`src/rtl/layer_pkg.sv`:
```
// layer_pkg: shared defaults, index-width helper and reader state type for the layer reader
package layer_pkg;
  localparam int DEF_SIZE = 16;
  localparam int DEF_LAYER_SZ = 10;
  function automatic int addr_w(input int n);
    return n <= 2 ? 1 : $clog2(n);
  endfunction
  typedef enum logic [1:0] {IDLE, STREAM, DONE} reader_state_t;
endpackage

```
`src/rtl/layer_index_counter.sv`:
```
// layer_index_counter: neuron index with clear, increment and terminal flag at LAYER_SZ-1
module layer_index_counter import layer_pkg::*; #(
  parameter int LAYER_SZ = DEF_LAYER_SZ,
  localparam int ADDR_W = addr_w(LAYER_SZ)
) (
  input  logic              clk,
  input  logic              rst,
  input  logic              clear,
  input  logic              inc,
  output logic [ADDR_W-1:0] idx,
  output logic              last
);
  assign last = idx == ADDR_W'(LAYER_SZ - 1);
  // saturate at the terminal index so the stream never wraps
  always_ff @(posedge clk)
    if (rst || clear) idx <= '0;
    else if (inc && !last) idx <= idx + 1'b1;
endmodule

```
`src/rtl/layer_reader.sv`:
```
// layer_reader: snapshots a parallel layer on start and streams it element by element (optional ReLU via LAYER_READER_RELU_EN)
module layer_reader import layer_pkg::*; #(
  parameter int SIZE = DEF_SIZE,
  parameter int LAYER_SZ = DEF_LAYER_SZ,
  localparam int ADDR_W = addr_w(LAYER_SZ)
) (
  input  logic                     clk,
  input  logic                     rst,
  input  logic                     start,
  input  logic [LAYER_SZ*SIZE-1:0] values,
  output logic                     out_valid,
  input  logic                     out_ready,
  output logic [SIZE-1:0]          out_data,
  output logic [ADDR_W-1:0]        out_index,
  output logic                     out_last,
  output logic                     busy,
  output logic                     done
);
  reader_state_t     state;
  logic [SIZE-1:0]   snap [LAYER_SZ];
  logic [ADDR_W-1:0] idx;
  logic              term;
  logic [SIZE-1:0]   elem;
  logic              xfer;
  assign xfer = out_valid && out_ready;
  layer_index_counter #(.LAYER_SZ(LAYER_SZ)) u_idx (
    .clk  (clk),
    .rst  (rst),
    .clear(state == IDLE),
    .inc  (xfer),
    .idx  (idx),
    .last (term)
  );
  always_ff @(posedge clk)
    if (rst) state <= IDLE;
    else state <= state == IDLE   ? (start ? STREAM : IDLE) :
                  state == STREAM ? (xfer && term ? DONE : STREAM) : IDLE;
  // element 0 sits in the most significant slice of values
  always_ff @(posedge clk)
    if (!rst && state == IDLE && start)
      for (int k = 0; k < LAYER_SZ; k++) snap[k] <= values[(LAYER_SZ-1-k)*SIZE +: SIZE];
`ifdef LAYER_READER_RELU_EN
  assign elem = snap[idx][SIZE-1] ? '0 : snap[idx];
`else
  assign elem = snap[idx];
`endif
  assign out_valid = state == STREAM;
  assign busy      = state != IDLE;
  assign done      = state == DONE;
  assign out_data  = out_valid ? elem : '0;
  assign out_index = out_valid ? idx : '0;
  assign out_last  = out_valid && term;
endmodule

```
`config.mk`:
```
export PLATFORM = sky130hd
export DESIGN_NAME = layer_reader
export DESIGN_NICKNAME = d
export VERILOG_FILES = /design/src/rtl/layer_pkg.sv /design/src/rtl/layer_index_counter.sv /design/src/rtl/layer_reader.sv
export SDC_FILE = /design/constraint.sdc
export NUM_CORES = 1
export LEC_CHECK = 0
export ABC_AREA = 1
export BUFFER_PORTS_ARGS = -buffer_cell sky130_fd_sc_hd__buf_2
export CAP_MARGIN = 30
export CORE_ASPECT_RATIO = 0.6
export CORE_MARGIN = 2
export CORE_UTILIZATION = 48
export CTS_CLUSTER_DIAMETER = 200
export CTS_CLUSTER_SIZE = 30
export DETAILED_ROUTE_END_ITERATION = 6
export PLACE_DENSITY = 0.81
export RECOVER_POWER = 25
export SLEW_MARGIN = 20
export SYNTH_ARGS = -nofsm -noshare
export SYNTH_HDL_FRONTEND = slang
export SYNTH_SLANG_ARGS = --single-unit
```
`constraint.sdc`:
```
create_clock -name clk -period 9.2 [get_ports clk]
set_clock_uncertainty 0.05 [all_clocks]
set_input_delay 1.84 -clock clk [delete_from_list [all_inputs] [get_ports clk]]
set_output_delay 1.84 -clock clk [all_outputs]
set_load 0.1 [all_outputs]
```
* After elaboration in Yosys (flattened, before gate mapping)
Memory sizes are Yosys's and may differ from the RTL's. A register that Yosys moved wholly into a read port is not among the register bits. Index checks and enable logic that the tools add are counted.
Cells by class: $add $sub $neg 1, equal/unequal tests 3, muxes and demuxes 10, reduce and logical (&&, ||, !) cells 11
Operator list (count):
- two-way mux 16 bit | 1
- two-way mux 4 bit | 3
- logical AND 1 bit | 6
- two-way mux 2 bit | 3
- adder 4 x 1 -> 4 bit (second input constant) | 1
- == test 4 bit (second input constant) | 1
- two-way mux 1 bit | 3
- == test 2 x 1 -> 1 bit (second input constant) | 1
- == test 2 bit (second input constant) | 1
- logical NOT 1 bit | 2
- logical NOT 2 bit | 1
- nonzero test 2 bit | 1
- logical OR 1 bit | 1
Word-level totals: register bits 6, bits in writable memories 160, bits of input ports 164, output and inout port bits 24, word-level logic and storage cells 28, memories 1
Memories:
- snap | words 10, bits a word 16, rd ports 1, clocked after Yosys merged registers in 1, write ports 10, line layer_reader.sv:20 | logic [SIZE-1:0] snap [LAYER_SZ];

* Depth between registers and ports, before layout
Gate-level depths: netlist (run 1).
depth in word-level cells 6, gate-level depth with buffers 8, mapped depth without buffers 7

* Cells and area by module
From an unflattened synthesis (run 1), not the netlist that was laid out.
Unflattened totals: cells, all modules 695, area total of the unflattened synthesis 7206.9 µm²
Modules (own cells, without submodules):
- layer_reader | instances 1, cells each 664, area each 6990.5 µm², seq. area each 4844.6 µm²
- layer_index_counter | instances 1, cells each 31, area each 216.5 µm², seq. area each 80.1 µm²

* Least setup slack after synthesis (run 1)
No wires, ideal clock.
path kind input port to flip-flop, from input port start, to memory snap[0][0] in the netlist's numbering, enable pin, setup time 0.681 ns, arrival 8.547 ns, data required time 8.469 ns, setup slack -0.078 ns, cell stages on the path 2, path buffers 0, cell sequence nand2_1 > nor2_1
RTL lines:
- start: declaration | line layer_reader.sv:9 | input logic start,
- end: declaration | line layer_reader.sv:20

==> results.txt, run 1 <==
Num ports: 188
Via Count: 5429
Most common cell in the netlist: nand2_1
Post-route cell area: 0.008959 sq mm
Switching share of power: 25.60%
Synthesis Warnings: 0
Final period utilization: 49.27%
Minimum clock period: 4.533 ns
Placed instance area: 0.008329 sq mm
Worst Hold Class: flop to flop
First-pass GRT wire length: 27710 microns
Final WL: 18090 microns
Starting density of the core: 49.75%
Post-synth ARST share: 0%
Cell Int Power: 1.323 mW
Power Density: 198.5 mW/mm^2
Antenna violations before repair: 1
Most instantiated cells after synthesis: nand2_1, edfxtp_1, inv_1
Unrepaired setup endpoints after global routing: no
Synthesized flop and latch total: 170
Largest family of logic cells by synthesized area: simple AND/OR/NAND/NOR gates
Placer Congestion: 0.7901
Post-Syn Instances: 700
Worst r2r path cells: 4
Core Util, Final: 61.04%
Number of fill cells: 1233
Sequential share of power: 50.2%
Largest net degree at the start of global routing: 161
Net switching power: 0.4552 mW
Clock Latency Late Sink: 0.43 ns
Synth area leader: edfxtp_1
Max transition margin: 42.57%
Syn avg cell area: 10.43 sq um
Area of the multi-input gates: 0.001563 sq mm
Syn Nets: 866
Port bufs: 187
Crit-path cells: buf_4 -> inv_2 -> nand3_1 -> nand3_1 -> nand2_1 -> a21oi_1 -> buf_2
Hold-critical path depth: 2
Critical path endpoint category: primary output
Slew Viols, Final: 0
Clock-pin slew on the worst setup and hold paths: 0.08 ns
Synth cell types: 20
Dpl hpwl: 12340 microns
Clock buffer count from CTS: 17
Leakage: 4.091 nW
Die W: 163.2 microns
Final hold viol count: 0
Die height: 99.54 microns
Number of setup buffers added after CTS: 0
Worst path required time: 7.31 ns
Startpoint Class: flop
EDFF count, synth: 160
F_max: 220.6 MHz
Synth Area in XOR/XNOR: 0.1199%
Comb power frac: 8.0%
Mux contribution to synthesized area: 0%
Fraction of layout cells with a size suffix above 1: 25.81%
Post-synthesis compound-gate area fraction: 1.714%
Global Route Usage Sum: 22.99%
Num rows: 34
Max-cap violations: 0
Maximum fanout along the worst path: 33
Post-Route Setup TNS: 0 ns
Vias per cell: 4.976
Critical-path top delay cell: inv_2
Synth area leaders: edfxtp_1, nand2_1, nand3_1, inv_1, dfxtp_1
Register area: 0.005009 sq mm
Detail Route Antenna Nets: 0
Residual DRC: 0
Iter 0 DRT Violations: 600
Worst EP arrival: 2.64 ns
Number of global-route vias before repair: 5259
CTS Buffer Depth: 2
Cts hold-fix bufs: 0
Cts repair resizes: 0
Slew @ Worst Pin: 0.8614 ns
Die area: 0.01625 sq mm
DRT Pass-1 Iters: 7
Clock power frac: 41.8%
Critical Path Max Stage Delay: 0.50 ns
Post-synth top flop: edfxtp_1
Adder-cell area share of the yosys netlist: 0.3427%
Remaining global-route overflow: 0
Simple-gate share of the synthesized area: 19.12%
CP dominant cell by count: nand3_1
Sequential area share after synthesis: 68.54%
Clk root buf: clkbuf_16
Final setup violation count: 0
CORE AREA: 0.01468 sq mm
DR WL/cell: 16.58 microns
Max rail drop VDD: 0.0001159 V
Synthesized area: 0.007302 sq mm
Worst setup path class: flop to primary output
H-tree levels: 4
Layout net count: 1044
Layout area overhead: 22.69%
Synth top area share: 65.80%
Status: finished clean
# clock sinks: 170
CTS tree: yes
worst paths after layout:
path / from / end / slack [ns]
worst max-delay path: flop / out_data[0] / 4.67
worst min-delay path: u_idx.idx[2] / flop / 0.53
worst max register to register: state[0] / snap[1][1] / 7.22
worst min register to register: u_idx.idx[2] / flop / 0.53
power groups by stage:
| stage | combinational (mW) | sequential, mW | clock [mW] |
|---|---|---|---|
| after floorplan | 0.0855 | 0.910 | 0 |
| after global placement | 0.141 | 0.909 | 0 |
| after detailed placement | 0.142 | 0.910 | 0 |
| after CTS | 0.143 | 0.893 | 0.755 |
| after global routing | 0.155 | 0.895 | 0.788 |
| final | 0.142 | 0.893 | 0.743 |
placed cells by master, fill, tap and decap left out, types with 3 or more instances in the layout:
cell / n
inv_6: 5
nand2_1: 194
nand3_1: 115
edfxtp_1: 160
inv_8: 4
dfxtp_1: 9
clkinv_8: 5
buf_2: 186
clkbuf_16: 17
nor2_1: 12
buf_4: 3
inv_1: 138
a21oi_1: 21
nor3_1: 4
o21ai_0: 4
routing by layer:
metal / wire [microns] / vias up / global-route usage (%)
met1: 8710 / 2526 / 34.75
met5: 9 / - / 0
met3: 1515 / 17 / 5.505
met2: 7637 / 268 / 33.50
met4: 221 / 2 / 5.786
li1: - / 2616 / -
flip-flops by register name (all words and copies together) (netlist names), named ones only:
name / flops
u_idx.idx: 4
state: 2
snap: 160
worst max-delay path: cells and delay by family, from the launching register on:
family	cells	cell delay [ns]
and+or+nand+nor	3	0.54
buffers and inverters	3	1.20
DFF	1	0.30
AOI/OAI and AO/OA	1	0.15
cell families (layout without fill, tap and decap cells):
group	Yosys count	after routing
other cells	0	2
compound gates	25	25
flops	170	170
buf+inv	173	364
xor+xnor	1	1
simple gates	329	329
fa+ha+maj	2	2
stage by stage:
step | worst slack [ns] | hold WS (ns) | total power, mW | instances
3_3_place_gp | 5.199 | 0.4927 | 1.050 | 1057
6_report | 4.667 | 0.5337 | 1.778 | 1091
4_1_cts | 4.732 | 0.5319 | 1.790 | 1089
5_1_grt | 4.504 | 0.5595 | 1.839 | 1089
3_5_place_dp | 5.197 | 0.5042 | 1.052 | 1057
2_1_floorplan | 2.628 | 0.4657 | 0.9957 | 700
area by class of cell:
| type | instances | area share [%] |
|---|---|---|
| flip-flops and latches | 170 | 55.91 |
| diodes | 2 | 0.05587 |
| well taps | 198 | 2.765 |
| inverters | 141 | 5.936 |
| repair buffers | 191 | 10.91 |
| clock inverters | 15 | 2.235 |
| multi-input cells | 357 | 17.44 |
| clock buffers | 17 | 4.749 |
Power figures use the tool's default switching activity.
==> run 2: changes to the inputs <==
Settings changed: ABC_AREA 1 to 0, CORE_UTILIZATION 48 to 47.
Clock period 9.2 ns to 4 ns, I/O delays scaled along.
==> results.txt, run 2 <==
Clk root buf: clkbuf_16 (unchanged)
Remaining global-route overflow: 0 (unchanged)
Final hold viol count: 0 (unchanged)
Placed instance area: 0.007881 sq mm (was 0.008329 sq mm)
Final period utilization: 91.72%
Die W: 158.1 microns (was 163.2 microns)
Largest reg by FF count: snap (unchanged)
Syn avg cell area: 17.76 sq um (was 10.43 sq um)
Final WL: 15330 microns (was 18090 microns)
Synth cell types: 28 (was 20)
Synth area leader: edfxtp_1 (unchanged)
CTS Buffer Depth: 2 (unchanged)
Max-cap violations: 0 (unchanged)
Slew Viols, Final: 0 (unchanged)
Max transition margin: 34.02% (was 42.57%)
Synth area leaders: edfxtp_1, mux2i_1, a22oi_1, dfxtp_1, a211oi_1 (was edfxtp_1, nand2_1, nand3_1, inv_1, dfxtp_1)
Synthesized flop and latch total: 170 (unchanged)
DR WL/cell: 19.75 microns (was 16.58 microns)
Synthesis Warnings: 0 (unchanged)
Largest regs: snap x160, u_idx.idx x4, state x2 (unchanged)
Worst setup path class: flop to primary output (unchanged)
Clock-pin slew on the worst setup and hold paths: 0.06 ns (was 0.08 ns)
Largest net degree at the start of global routing: 68 (was 161)
Die height: 96.46 microns (was 99.54 microns)
Port bufs: 187 (unchanged)
Vias per cell: 5.254 (was 4.976)
Sequential area share after synthesis: 74.74% (was 68.54%)
Worst EP arrival: 2.82 ns (was 2.64 ns)
Most instantiated cells after synthesis: edfxtp_1, mux2i_1, a22oi_1 (was nand2_1, edfxtp_1, inv_1)
Layout area overhead: 27.17% (was 22.69%)
Post-synth ARST share: 0% (unchanged)
Inst Count DP: 743 (was 1057)
Post-Syn Instances: 377 (was 700)
Power Density: 480.4 mW/mm^2 (was 198.5 mW/mm^2)
Starting density of the core: 48.56% (was 49.75%)
Iter 0 DRT Violations: 349 (was 600)
Largest delay contributor family on the critical path: compound AO/OA/AOI/OAI gates (was buffers and inverters)
Critical path endpoint category: primary output (unchanged)
Critical Path Max Stage Delay: 0.83 ns (was 0.50 ns)
Clock buffer count from CTS: 17 (unchanged)
Status: finished clean (unchanged)
Synth top area share: 71.75% (was 65.80%)
Detail Route Antenna Nets: 0 (unchanged)
Minimum clock period: 3.669 ns
Worst Hold Class: flop to flop (unchanged)
CORE AREA: 0.01379 sq mm (was 0.01468 sq mm)
Cts repair resizes: 0 (unchanged)
Final setup violation count: 0 (unchanged)
Global Route Usage Sum: 20.54% (was 22.99%)
First-pass GRT wire length: 22310 microns (was 27710 microns)
Post-synth top flop: edfxtp_1 (unchanged)
Clock Latency Late Sink: 0.41 ns (was 0.43 ns)
Maximum fanout along the worst path: 16 (was 33)
CTS tree: yes (unchanged)
Most common cell in the netlist: edfxtp_1 (was nand2_1)
EDFF count, synth: 160 (unchanged)
Max reg flops: 160 (unchanged)
Antenna violations before repair: 1 (unchanged)
Dpl hpwl: 10940 microns (was 12340 microns)
Critical-path top delay cell: nor2b_2 (was inv_2)
Startpoint Class: flop (unchanged)
Slew @ Worst Pin: 0.9852 ns (was 0.8614 ns)
Fraction of layout cells with a size suffix above 1: 43.22% (was 25.81%)
Most frequent cells in the layout: buf_2, edfxtp_1, mux2i_1, a22oi_1 (was nand2_1, buf_2, edfxtp_1, inv_1, nand3_1)
Worst Path Buf+Inv: 1 (was 3)
Number of fill cells: 1034 (was 1233)
Number of setup buffers added after CTS: 0 (unchanged)
Placer Congestion: 0.7873 (was 0.7901)
Number of global-route vias before repair: 4078 (was 5259)
Num ports: 188 (unchanged)
Max rail drop VDD: 0.0002543 V (was 0.0001159 V)
# clock sinks: 170 (unchanged)
Leakage: 3.054 nW (was 4.091 nW)
Syn Nets: 543 (was 866)
Layout net count: 736 (was 1044)
Via Count: 4077 (was 5429)
Worst path required time: 3.15 ns (was 7.31 ns)
Cts hold-fix bufs: 0 (unchanged)
Crit-path cells: nor2b_2 -> a22oi_1 -> a21oi_1 -> a211oi_2 -> buf_2 (was buf_4 -> inv_2 -> nand3_1 -> nand3_1 -> nand2_1 -> a21oi_1 -> buf_2)
Residual DRC: 0 (unchanged)
Commonest non-fill, non-tap cell in the layout: buf_2 (was nand2_1)
H-tree levels: 4 (unchanged)
F_max: 272.6 MHz
Fin cells: 776 (was 1091)
Unrepaired setup endpoints after global routing: no (unchanged)
DRT Pass-1 Iters: 4 (was 7)
Num rows: 33 (was 34)
Synthesized area: 0.006696 sq mm (was 0.007302 sq mm)
Post-route cell area: 0.008516 sq mm (was 0.008959 sq mm)
Die area: 0.01525 sq mm (was 0.01625 sq mm)
## run 2: cell types whose count changed in the layout (fill, tap and decap cells not counted), sizes merged, moves of 3 or more
cell	delta
nand2	-194
inv	-142
nand3	-113
mux2i	+81
a22oi	+32
a211oi	+18
buf	+6
a21oi	-4
and2	+4
nor2	-4
o21ai	-4
bufinv	+3
nor2b	+3
## run 2: worst paths after layout
path | startpoint | end | slack (ns) | cells past startpoint
hold / removal | state[1] | state[0] | 0.42 | 1
setup reg to reg | state[0] | snap[1][14] | 1.91 | 3
hold reg to reg | state[1] | state[0] | 0.42 | 1
setup / recovery | flop | out_data[4] | 0.33 | 5
## run 2: cell type report
cell class | instances | area [sq um] | area share [%]
Sequential cell | 170 | 5010 | 58.83
Multi-Input combinational cell | 183 | 1577 | 18.51
Timing Repair Buffer | 196 | 1045 | 12.27
Clock buffer | 17 | 425.4 | 4.996
Tap cell | 192 | 240.2 | 2.821
Clock inverter | 15 | 206.4 | 2.424
Inverter | 2 | 10.01 | 0.1175
Antenna cell | 1 | 2.502 | 0.02939
## run 2: logic make-up after synthesis
| logic type | count (synthesis) | share of synthesized area, % |
|---|---|---|
| adder cells (fa/ha/maj) | 2 | 0.3736 |
| AND/OR/NAND/NOR | 30 | 2.317 |
| AO/OA/AOI/OAI | 68 | 6.969 |
| buffers and inverters | 24 | 3.232 |
| XOR/XNOR | 2 | 0.2616 |
| multiplexers | 81 | 12.11 |
| flip-flops | 170 | 74.74 |
## run 2: per-stage QoR
step | TNS [ns] | util (%) | power (mW) | hold slack (ns) | setup slack, ns
final | 0 | 61.75 | 4.091 | 0.4222 | 0.3312
after global routing | 0 | 61.73 | 4.216 | 0.4317 | 0.2266
after CTS | 0 | 61.73 | 4.124 | 0.4198 | 0.3533
after detailed placement | 0 | 57.15 | 2.385 | 0.4136 | 0.7825
after global placement | 0 | 57.07 | 2.374 | 0.3928 | 0.8254
after floorplan | -216.98 | - | 2.260 | 0.3771 | -1.356
## run 2: per-layer routing
| layer | share of wire, % | wire length [microns] | global-route usage, % |
|---|---|---|---|
| met1 | 46 | 7028 | 29.79 |
| met2 | 44 | 6724 | 31.01 |
| met3 | 9.5 | 1458 | 5.531 |
| met4 | 0.74 | 113 | 5.330 |
| met5 | 0 | 0 | 0 |
## run 2: power by group
part / total [mW] / leakage (nW) / internal, mW / switching [mW]
logic: 0.305 / 1.18 / 0.108 / 0.197
registers: 2.04 / 1.56 / 2.02 / 0.0184
clock network: 1.75 / 0.311 / 1.06 / 0.687
